**src/rtl/ctr_pkg.sv**
```systemverilog
// Shared constants and helpers for the counter primitives.
// Direction and limit-mode encodings match the dir/sat input pins.
package ctr_pkg;

  localparam logic DIR_UP    = 1'b1;
  localparam logic DIR_DOWN  = 1'b0;
  localparam logic MODE_WRAP = 1'b0;
  localparam logic MODE_SAT  = 1'b1;

  // Number of bits needed to hold values 0..v-1 (minimum 1).
  function automatic int ctr_clog2(input int v);
    int w;
    w = 1;
    while ((1 << w) < v) w++;
    return w;
  endfunction

endpackage

```
**src/rtl/mod_updown_counter_bin2gray.sv**
```systemverilog
// Parametrised binary-to-Gray converter, purely combinational.
module bin2gray #(
  parameter int WIDTH = 4
) (
  input  logic [WIDTH-1:0] i_bin,
  output logic [WIDTH-1:0] o_gray
);

  assign o_gray = i_bin ^ (i_bin >> 1);

endmodule

```
**src/rtl/mod_updown_counter.sv**
```systemverilog
// Modulo-MOD up/down counter with wrap/saturate mode, clear, load and enable.
// Provides combinational terminal count, a registered wrap pulse and a registered Gray copy.
module mod_updown_counter
  import ctr_pkg::*;
#(
  parameter int WIDTH = 4,
  parameter int MOD   = 16
) (
  input  logic             clk,
  input  logic             rst,
  input  logic             en,
  input  logic             clr,
  input  logic             load,
  input  logic [WIDTH-1:0] load_val,
  input  logic             dir,
  input  logic             sat,
  output logic [WIDTH-1:0] count,
  output logic [WIDTH-1:0] gray,
  output logic             tc,
  output logic             wrap
);

  localparam logic [WIDTH-1:0] MAX_C = WIDTH'(MOD - 1);
  localparam logic [WIDTH-1:0] ONE   = WIDTH'(1);

  logic [WIDTH-1:0] r_count;
  logic [WIDTH-1:0] r_gray;
  logic             r_wrap;
  logic [WIDTH-1:0] w_next_count;
  logic [WIDTH-1:0] w_next_gray;
  logic             w_next_wrap;

  // Priority clr > load > en; saturation falls out of the default hold.
  always_comb begin
    w_next_count = r_count;
    w_next_wrap  = 1'b0;
    if (clr) begin
      w_next_count = '0;
    end else if (load) begin
      w_next_count = (load_val > MAX_C) ? MAX_C : load_val;
    end else if (en) begin
      if (dir == DIR_UP) begin
        if (r_count != MAX_C) begin
          w_next_count = r_count + ONE;
        end else if (sat == MODE_WRAP) begin
          w_next_count = '0;
          w_next_wrap  = 1'b1;
        end
      end else begin
        if (r_count != '0) begin
          w_next_count = r_count - ONE;
        end else if (sat == MODE_WRAP) begin
          w_next_count = MAX_C;
          w_next_wrap  = 1'b1;
        end
      end
    end
  end

  bin2gray #(.WIDTH(WIDTH)) u_bin2gray (
    .i_bin  (w_next_count),
    .o_gray (w_next_gray)
  );

  always_ff @(posedge clk or negedge rst) begin
    if (!rst) begin
      r_count <= '0;
      r_gray  <= '0;
      r_wrap  <= 1'b0;
    end else begin
      r_count <= w_next_count;
      r_gray  <= w_next_gray;
      r_wrap  <= w_next_wrap;
    end
  end

  assign count = r_count;
  assign gray  = r_gray;
  assign wrap  = r_wrap;
  assign tc    = en & ((dir == DIR_UP) ? (r_count == MAX_C) : (r_count == '0));

endmodule

```
**config.mk**
```make
export PLATFORM = sky130hd
export DESIGN_NAME = mod_updown_counter
export DESIGN_NICKNAME = d
export VERILOG_FILES = /design/src/rtl/ctr_pkg.sv /design/src/rtl/mod_updown_counter_bin2gray.sv /design/src/rtl/mod_updown_counter.sv
export SDC_FILE = /design/constraint.sdc
export NUM_CORES = 1
export LEC_CHECK = 0
export CAP_MARGIN = 10
export CORE_MARGIN = 2
export CORE_UTILIZATION = 46
export CTS_CLUSTER_DIAMETER = 100
export CTS_CLUSTER_SIZE = 24
export DETAILED_ROUTE_END_ITERATION = 10
export GPL_ROUTABILITY_DRIVEN = 0
export PLACE_DENSITY = 0.78
export SYNTH_ARGS = -nofsm -noshare
export SYNTH_HDL_FRONTEND = slang
export SYNTH_SLANG_ARGS = --single-unit
```
**constraint.sdc**
```tcl
create_clock -name clk -period 6.1 [get_ports clk]
set_clock_uncertainty 0.15 [all_clocks]
set_input_delay 1.525 -clock clk [delete_from_list [all_inputs] [get_ports clk]]
set_output_delay 1.525 -clock clk [all_outputs]
set_load 0.01 [all_outputs]
```
Word-level counts from Yosys, hierarchy flattened --
Index checks and enable logic that the tools add are counted.
Storage, ports and cells: flip-flop bits (word level) 9, output and inout bits 10, logic and storage cells 29
Operators by class: $add $sub $neg 2, order comparisons 1, equal/unequal tests 2, multiplexer cells 17, bitwise operators 2, reduce and logical (&&, ||, !) cells 2
Operator list (count):
- $mux W4 | 9
- $mux W1 | 8
- $add A4 B1 Y4 const B | 1
- $eq A4 B4 Y1 const B | 1
- $gt A4 B4 Y1 const B | 1
- $logic_not A4 Y1 | 1
- $ne A4 B4 Y1 const B | 1
- $reduce_bool A4 Y1 | 1
- $sub A4 B1 Y4 const B | 1
- $xor A4 B3 Y4 | 1
- $and A1 B1 Y1 | 1

Logic depth before layout (Yosys ltp) --
Gate-level depths: netlist (run 1).
depth after elaboration 7, depth in mapped cells 8, gate-level depth less buffers 7

Modules after synthesis --
A second synthesis (run 1) with hierarchy kept.
Second synthesis, totals: cell total of the unflattened synthesis 73, area total of the unflattened synthesis 696.9 sq um
By module, submodules not included:
- mod_updown_counter | times used 1, cells each 69, area an instance 663.1 sq um
- bin2gray | times used 1, cells each 4, area an instance 33.8 sq um

Worst setup path before layout (run 1) --
No wires, ideal clock.
path type in2out, start in dir, end out tc, arrival 2.133 ns, data required time 4.425 ns, slack 2.292 ns, stages 4, buffers on the path 1, cell sequence buf_4 > nor2b_1 > a21oi_1 > nor2b_1
Between the ends: longest elaborated chain between the ends 2
Ends and longest elaborated chain:
- start: declaration | RTL line mod_updown_counter.sv:15 | input logic dir,
- $mux W1 | RTL line mod_updown_counter.sv:80 | assign tc = en & ((dir == DIR_UP) ? (r_count == MAX_C) : (r_count == '0));
- $and A1 B1 Y1 | RTL line mod_updown_counter.sv:80
- end: declaration | RTL line mod_updown_counter.sv:19 | output logic tc,
No other way between the ends.

Worst setup path after layout (run 1) --
Ends and elaborated chain as after synthesis.

==> results of run 1 <==
[routing by layer]
metal | GRT usage | part of all wire | vias up
met3 | 0.0383 | 0.082 | 3
met5 | 0 | 0 | -
met1 | 0.234 | 0.42 | 292
li1 | - | - | 309
met4 | 0.109 | 0.021 | 0
met2 | 0.287 | 0.47 | 27
[cells in the mapped netlist (all sizes together) (2+ instances only)]
cell    n  area, um^2
nor3b   2        26.3
a31oi   2        12.5
nor3    2        15.0
nor2b   8        57.6
nor2    7        26.3
mux2    2        26.3
nand3   3        20.0
dfrtp   8         200
nor4b   2        17.5
o211ai  2        15.0
inv     4        15.0
mux2i   3        30.0
buf     5        32.5
xnor2   2        17.5
a211oi  2        20.0
ha      2        25.0
o31ai   2        15.0
a21oi   6        30.0
[per-stage QoR]
step / power (mW) / std cells / utilization
after floorplan: 0.102 / 76 / -
after global placement: 0.125 / 106 / 0.605
after detailed placement: 0.126 / 106 / 0.605
after CTS: 0.167 / 109 / 0.621
after global routing: 0.176 / 109 / 0.621
final: 0.164 / 109 / 0.621
[power by group through the flow]
stage	registers (mW)	logic, mW	clock network (mW)
floorplan	0.0651	0.0367	0
global placement	0.0668	0.0584	0
detailed placement	0.0665	0.0593	0
CTS	0.0657	0.0598	0.0417
global route	0.0669	0.0646	0.0440
finish	0.0660	0.0592	0.0390
[final cells by class]
class	count	area (um^2)	area share
well taps	16	20.0	0.0219
clock buffers	3	22.5	0.0247
multi-input cells	58	455	0.499
flip-flops and latches	8	200	0.219
inverters	4	15.0	0.0164
repair buffers	20	200	0.219
[cell families after synthesis]
group,count (synthesis),synth area share
AO/OA/AOI/OAI,18,0.200
XOR/XNOR,2,0.0248
adder cells (fa/ha/maj),2,0.0354
buffers and inverters,10,0.0726
flip-flops,8,0.283
multiplexers,5,0.0796
AND/OR/NAND/NOR,31,0.304
[state kept, by name (all words and copies together) (netlist names)]
name   count
count      4
wrap       1
gray       3
[worst max-delay path: cells and delay by family]
family          cells  cell delay (ps)
compound gates      1               60
buf+inv             2             1250
simple gates        2              410
[how the worst max path moves through the flow]
| stage | to | slack (ps) |
|---|---|---|
| after CTS | tc | 1190 |
| after global routing | tc | 1140 |
| after detailed placement | tc | 1210 |
| after global placement | tc | 1230 |
| after floorplan | tc | 2290 |
| final | tc | 1190 |
==> run_results.csv, run 1 <==
group,metric,value,unit
run_status,status,"finished clean",
sta,fin_crit_sh,0.806,
sta,hold_violations,0,
power,p_clk_frac,0.238,
global_route,grt_pass1_vias,582,
setup_path,r2r_slack,3860,ps
power,p_leak,0.376,nW
yosys,syn_area,707,um^2
route,via_count,631,
global_route,grtUsageTotal,0.185,
yosys,synth_cell_types,37,
route,drc_errors,0,
route,ant_nets,0,
sta,finalWorstPathRequiredPeriod,4910,ps
setup_path,crit_path_cell_trace,"clkdlybuf4s50_1 > and4_1 > a21oi_1 > nor2b_1 > clkdlybuf4s50_1",
yosys,ys_seq_area_frac,0.283,
setup_path,critPathLaunch,"dir",
route,wl_per_cell,13.7,um
die,chipWidth,43.2,um
clock_tree,ctsHoldBuffers,0,
sta,worst_slack,1190,ps
sta,rsz0062_at_grt,"false",
worst_hold_path,hp-class,"flop to flop",
clock_tree,h-tree-depth,1,
finish,nFillCells,138,
setup_path,r2r_start,"count[0]",
global_route,antenna_found_initial,0,
power,power_per_cell_area,180,mW/mm^2
setup_path,critPathArrivalTime,3240,ps
worst_hold_path,hp-start,"count[1]",
sta,slew_headroom,0.688,
finish,final_area,913,um^2
finish,drive_gt1_frac,0.118,
power,pwr-share-seq,0.402,
route,wirelength,1500,um
sta,worst_slew_pin_slew,468,ps
yosys,ys_ff_latch,8,
yosys,synth_ff_type,"dfrtp_1",
finish,layout_common_cells,"20 x clkdlybuf4s50_1, 8 x dfrtp_1, 7 x nor2b_1, 7 x nor2_1, 6 x a21oi_1",
placement,place_area,891,um^2
yosys,synth_edf_count,0,
power,irDropWorstVdd,0.159,mV
route,dr.first_iter.drc_count,13,
sta,finalSetupViolCount,0,
setup_path,cp.required,4430,ps
setup_path,reg2reg_depth,6,
clock_tree,ctsResizeCount,0,
global_route,grt_pass1_wl,2550,um
clock_tree,cts_buffers,3,
clock_tree,worstSkewPairLatency,250,ps
placement,dp_worst_setup_slack,1210,ps
clock_tree,ctsLongestPathBuffers,2,
sta,fmax,0.203,GHz
clock_tree,post-cts-setup-buffers,0,
global_route,grt-ovfl-total,0,
yosys,syn_area_per_cell,9.30,um^2
worst_hold_path,min_to,"count[1]",
power,combPwrFrac,0.360,
setup_path,crit_path_frequent_cell,"clkdlybuf4s50_1",
yosys,syn-num-nets,89,
yosys,netlist_instances,76,
finish,final_common_cell,"clkdlybuf4s50_1",
clock_tree,cts_tree,"done",
clock_tree,clock-sinks,8,
die,die_h,43.2,um
clock_tree,ctsRootBufferMaster,"clkbuf_4",
setup_path,endpoint_kind,"primary output",
power,switching_share,0.305,
placement,io_buffers,20,
setup_path,cp_slowest_cell,"clkdlybuf4s50_1",
worst_hold_path,whs_path_depth,3,
finish,syn2layout_area_growth,29.2,%
finish,finalNetCount,108,
die,ioPinCount,21,
global_route,grt_start_max_net_pins,15,
yosys,yosysWarnings,0,
sta,maxSlewViolCount,0,
power,intPower,0.114,mW
yosys,synth_async_sr_flop_share,1.00,
die,rows,14,
die,die_area,0.00187,mm^2
sta,whs,795,ps
job,max_cap_violations,0,
route,firstDrtPassIters,4,
setup_path,criticalPathCategory,"primary input to primary output",
finish,diodes,0,
die,core_region_area,0.00147,mm^2
setup_path,worst_setup_path_start_kind,"primary input",
route,detail_route.vias_per_cell,5.79,
sta,fin_tns_setup,0,ps
die,start_util,0.480,
setup_path,crit_path_max_incr_delay,700,ps
setup_path,reg2reg_to,"gray[2]",
power,p_switching,0.0500,mW
clock_tree,clkSlewWorstSetupHoldPaths,50,ps
setup_path,crit_fanout,11,
(Power assumes the default switching activity.)
==> inputs of run 2 (changes only) <==
CORE_UTILIZATION = 41   (was 46)
PLACE_DENSITY = 0.74   (was 0.78)
clock period = 4.3 ns   (was 6.1 ns; I/O delays follow)
==> run 2 against run 1 <==
Sequential power is 42% higher. Sequential share of layout area about the same. Via count decreased by 1.4%. Sequential cell count unchanged. Register-to-register slack worse by 1800 ps. Setup slack worse by 870 ps. Die area grew 11%. Clock power is 45% higher. Utilization is 7.3 points lower.
==> run_results.csv, run 2 (synthesized netlist as in run 1, its figures left out) <==
group,metric,value,unit
placement,place_area,892,um^2
clock_tree,ctsHoldBuffers,0,
die,start_util,0.423,
finish,largest_reg_flops,4,
finish,drive_gt1_frac,0.118,
worst_hold_path,whs_path_depth,3,
clock_tree,ctsLongestPathBuffers,2,
route,dr.first_iter.drc_count,12,
global_route,grt_start_max_net_pins,15,
finish,fin_cells,110,
clock_tree,cts_tree,"done",
route,wirelength,1530,um
sta,finalWorstPathRequiredPeriod,3990,ps
die,ioPinCount,21,
global_route,grtUsageTotal,0.179,
finish,finalNetCount,108,
sta,whs,790,ps
setup_path,crit_fanout,11,
clock_tree,ctsResizeCount,0,
finish,syn2layout_area_growth,29.4,%
global_route,grt_pass1_wl,2630,um
sta,slew_headroom,0.685,
power,total_power,0.234,mW
route,firstDrtPassIters,4,
global_route,grt-ovfl-total,0,
job,max_cap_violations,0,
sta,fin_tns_setup,0,ps
setup_path,endpoint_kind,"primary output",
sta,fmax,0.251,GHz
setup_path,critPathArrivalTime,2760,ps
clock_tree,h-tree-depth,1,
sta,rsz0062_at_grt,"false",
setup_path,reg2reg_depth,6,
power,power_per_cell_area,256,mW/mm^2
die,die_area,0.00207,mm^2
global_route,antenna_found_initial,0,
clock_tree,ctsRootBufferMaster,"clkbuf_4",
sta,maxSlewViolCount,0,
placement,placedCellCount,107,
finish,final_area,915,um^2
sta,worst_slew_pin_slew,472,ps
finish,final_common_cell,"clkdlybuf4s50_1",
finish,diodes,0,
clock_tree,post-cts-setup-buffers,0,
die,rows,15,
sta,fin_crit_sh,0.928,
die,chipWidth,45.5,um
setup_path,worst_setup_path_start_kind,"primary input",
setup_path,cp.required,3070,ps
placement,io_buffers,20,
global_route,grt_pass1_vias,556,
clock_tree,worstSkewPairLatency,250,ps
finish,nFillCells,172,
route,ant_nets,0,
route,drc_errors,0,
route,detail_route.vias_per_cell,5.65,
run_status,status,"finished clean",
finish,layout_common_cells,"20 x clkdlybuf4s50_1, 8 x dfrtp_1, 7 x nor2b_1, 7 x nor2_1, 6 x a21oi_1",
clock_tree,clkSlewWorstSetupHoldPaths,50,ps
route,via_count,622,
clock_tree,cts_buffers,3,
worst_hold_path,hp-class,"flop to flop",
placement,hpwlAfterDp,1150,um
die,core_region_area,0.00167,mm^2
setup_path,criticalPathCategory,"primary input to primary output",
power,p_leak,0.376,nW
sta,finalSetupViolCount,0,
die,die_h,45.5,um
clock_tree,clock-sinks,8,
power,irDropWorstVdd,0.176,mV
route,wl_per_cell,13.9,um
sta,hold_violations,0,
[run 2: cell counts in the layout (fill, tap and decap cells not counted)]
No cell type changed its count.
[run 2: where the power goes]
| part | switching [mW] | internal, mW | leakage, nW |
|---|---|---|---|
| Sequential | 0.0115 | 0.0822 | 0.104 |
| Clock | 0.0245 | 0.0319 | 0.0138 |
| Combinational | 0.0363 | 0.0479 | 0.259 |
[run 2: path summary, 6_finish.rpt]
| check | from | endpoint | slack [ps] |
|---|---|---|---|
| worst max-delay path | dir | tc | 310 |
| worst min-delay path | count[1] | count[1] | 790 |
| worst max register to register | count[0] | gray[2] | 2060 |
| worst min register to register | count[1] | count[1] | 790 |
| max in group asynchronous | rst | gray[0] | 2820 |
| min in group asynchronous | rst | count[1] | 940 |
[run 2: worst max-delay path, cell delays in order]
cell	delay [ps]
clkdlybuf4s50_1	700
and4_1	270
a21oi_1	60
nor2b_1	120
clkdlybuf4s50_1	540
[run 2: stage by stage]
stage,util,worst slack [ps]
floorplan,-,1390
global placement,0.534,349
detailed placement,0.534,324
CTS,0.548,313
global route,0.548,199
finish,0.548,311
[run 2: area by class of cell]
cell class / instances / area [um^2] / area share
multi-input cells: 58 / 455 / 0.498
flip-flops and latches: 8 / 200 / 0.219
well taps: 17 / 21.3 / 0.0233
inverters: 4 / 15.0 / 0.0164
repair buffers: 20 / 200 / 0.219
clock buffers: 3 / 22.5 / 0.0246
[run 2: metal layers]
metal  track usage  vias up  routed length (um)
li1              -      306                   -
met1         0.232      290                 690
met2         0.276       23                 732
met3        0.0317        3                  78
met4         0.106        0                  31
met5             0        -                   0
==> inputs of run 3 (changes only) <==
SETUP_SLACK_MARGIN = 0.02   (was unset)
SYNTH_HIERARCHICAL = 1   (was unset)
==> run 3 against run 2 <==
Clock-buffer cell count grew 1. Critical path depth is the same. Register-to-register slack lost 30 ps. Combinational power shrank 6.7%. Clock power grew 8.9%. Global-route usage shrank 2.0 points. Final cell count shrank 1.8%. Via count grew 3.1%. Sequential share of layout area grew 3.3 points. Critical path type unchanged. Utilization grew 3.2 points. Setup slack gained 170 ps.
==> run_results.csv, run 3 <==
group,metric,value,unit
run_status,status,"finished clean",
clock_tree,cts_buffers,3,
finish,diodes,0,
die,die_area,0.00205,mm^2
route,firstDrtPassIters,4,
global_route,grt_pass1_wl,2350,um
die,ioPinCount,21,
clock_tree,ctsResizeCount,0,
global_route,grt-busiest-layer,"met2",
global_route,grt_util_met2,0.271,
finish,final_common_cell,"clkdlybuf4s50_1",
sta,fmax,0.262,GHz
sta,fin_crit_sh,0.889,
setup_path,crit_path_cell_trace,"clkdlybuf4s50_1 > buf_4 > o21a_1 > nor2b_1 > clkdlybuf4s50_1",
power,p_leak,0.372,nW
finish,layout_common_cells,"20 x clkdlybuf4s50_1, 9 x dfrtp_1, 7 x inv_1",
worst_hold_path,hp-class,"flop to flop",
power,irDropWorstVdd,0.201,mV
global_route,grtUsageTotal,0.159,
clock_tree,clock-sinks,9,
sta,hold_violations,0,
route,ant_nets,0,
route,detail_route.vias_per_cell,5.94,
finish,syn2layout_area_growth,28.2,%
yosys,synth_top_area_share,0.323,
global_route,grt_pass1_vias,583,
setup_path,endpoint_kind,"primary output",
sta,rsz0062_at_grt,"false",
sta,maxSlewViolCount,0,
yosys,syn_area_per_cell,9.55,um^2
setup_path,crit_fanout,9,
yosys,synth_edf_count,0,
yosys,synth.most_common_cell,"dfrtp_1",
yosys,yosys.area.top_type,"dfrtp_1",
finish,drive_gt1_frac,0.109,
yosys,synth_cell_types,34,
clock_tree,post-cts-setup-buffers,0,
route,wl_per_cell,13.6,um
clock_tree,ctsLongestPathBuffers,2,
sta,fin_tns_setup,0,ps
yosys,synthTopCellsByCount,"9 x dfrtp_1, 7 x inv_1, 6 x a21oi_1",
job,max_cap_violations,0,
setup_path,critPathArrivalTime,2600,ps
setup_path,crit_path_frequent_cell,"clkdlybuf4s50_1",
yosys,synth_async_sr_flop_share,1.00,
yosys,yosysWarnings,6,
global_route,met1_usage,0.193,
clock_tree,ctsRootBufferMaster,"clkbuf_4",
placement,hpwlAfterDp,1120,um
die,start_util,0.452,
die,core_region_area,0.00154,mm^2
die,die_h,45.2,um
power,total_power,0.245,mW
global_route,grt_use_met3,0.0640,
yosys,syn_area,697,um^2
clock_tree,cts_tree,"done",
yosys,netlist_instances,73,
route,dr.first_iter.drc_count,7,
die,rows,14,
route,wirelength,1470,um
sta,finalSetupViolCount,0,
yosys,ys_seq_area_frac,0.323,
placement,io_buffers,20,
global_route,grt_start_max_net_pins,15,
finish,finalNetCount,106,
yosys,synth_ff_type,"dfrtp_1",
route,via_count,641,
setup_path,crit_path_max_incr_delay,540,ps
yosys,ys_ff_latch,9,
sta,whs,807,ps
setup_path,criticalPathCategory,"primary input to primary output",
global_route,grt-ovfl-total,0,
clock_tree,ctsHoldBuffers,0,
setup_path,worst_setup_path_start_kind,"primary input",
finish,final_util,0.580,
setup_path,cp.buffers_inverters,3,
die,chipWidth,45.2,um
clock_tree,h-tree-depth,1,
setup_path,critPathTopFamily,"buffers and inverters",
setup_path,cp.required,3070,ps
clock_tree,worstSkewPairLatency,250,ps
sta,slew_headroom,0.651,
yosys,synth_area_leaders,"dfrtp_1 32%, buf_6 6.5%, a21oi_1 4.3%",
setup_path,cp_slowest_cell,"clkdlybuf4s50_1",
global_route,antenna_found_initial,0,
yosys,syn-num-nets,86,
sta,finalWorstPathRequiredPeriod,3820,ps
route,drc_errors,0,
finish,nFillCells,151,
sta,worst_slew_pin_slew,524,ps
clock_tree,clkSlewWorstSetupHoldPaths,60,ps
power,power_per_cell_area,274,mW/mm^2
run 3: changes by cell type in the layout (fill, tap and decap cells not counted), sizes merged, moves of 3 or more:
cell / delta
inv: +3
mux2i: -3
nor2b: -4
nor2: -4
xor2: +3
run 3: area by class of cell:
class                      instances  area (um^2)  area share
tap                               16         20.0      0.0224
timing repair buffer              21          208       0.232
multi-input combinational         51          388       0.434
sequential                         9          225       0.252
clock buffer                       4         26.3      0.0294
inverter                           7         26.3      0.0294
run 3: path summary, 6_finish.rpt:
path	depth (start not counted)	endpoint	slack, ps	startpoint
worst max-delay path	5	tc	480	dir
worst min-delay path	3	count[1]	810	count[1]
worst max register to register	7	gray[1]	2030	count[0]
worst min register to register	3	count[1]	810	count[1]
max in group asynchronous	1	wrap	2770	rst
min in group asynchronous	1	gray[1]	960	rst
run 3: kinds of logic (layout without fill, tap and decap cells):
logic type,count (synthesis),count (layout),share of synthesized area
compound gates,21,21,0.232
flops,9,9,0.323
fa+ha+maj,2,2,0.0359
xor+xnor,3,3,0.0377
buf+inv,13,32,0.120
simple gates,25,25,0.251
run 3: worst register-to-register path, stage by stage, from the launching register on:
cell and delay [ps]:
dfrtp_1 500, inv_1 100, ha_1 280, nand4bb_1 120
a21oi_1 70, a211o_1 280, a221oi_1 490, xor2_1 130
run 3: per-stage QoR:
| step | cell area [um^2] | setup WS (ps) | instances |
|---|---|---|---|
| after floorplan | 697 | 1370 | 73 |
| after global placement | 867 | 510 | 104 |
| after detailed placement | 867 | 495 | 104 |
| after CTS | 893 | 481 | 108 |
| after global routing | 893 | 430 | 108 |
| final | 893 | 479 | 108 |
run 3: metal layers:
layer	wire, um	part of all wire
met1	621	0.42
met2	727	0.50
met3	117	0.080
met4	0	0
met5	0	0
run 3: power breakdown:
group / internal (mW) / total [mW] / switching [mW]
logic: 0.0431 / 0.0786 / 0.0355
clock network: 0.0355 / 0.0614 / 0.0259
registers: 0.0932 / 0.105 / 0.0120
total: 0.172 / 0.245 / 0.0733
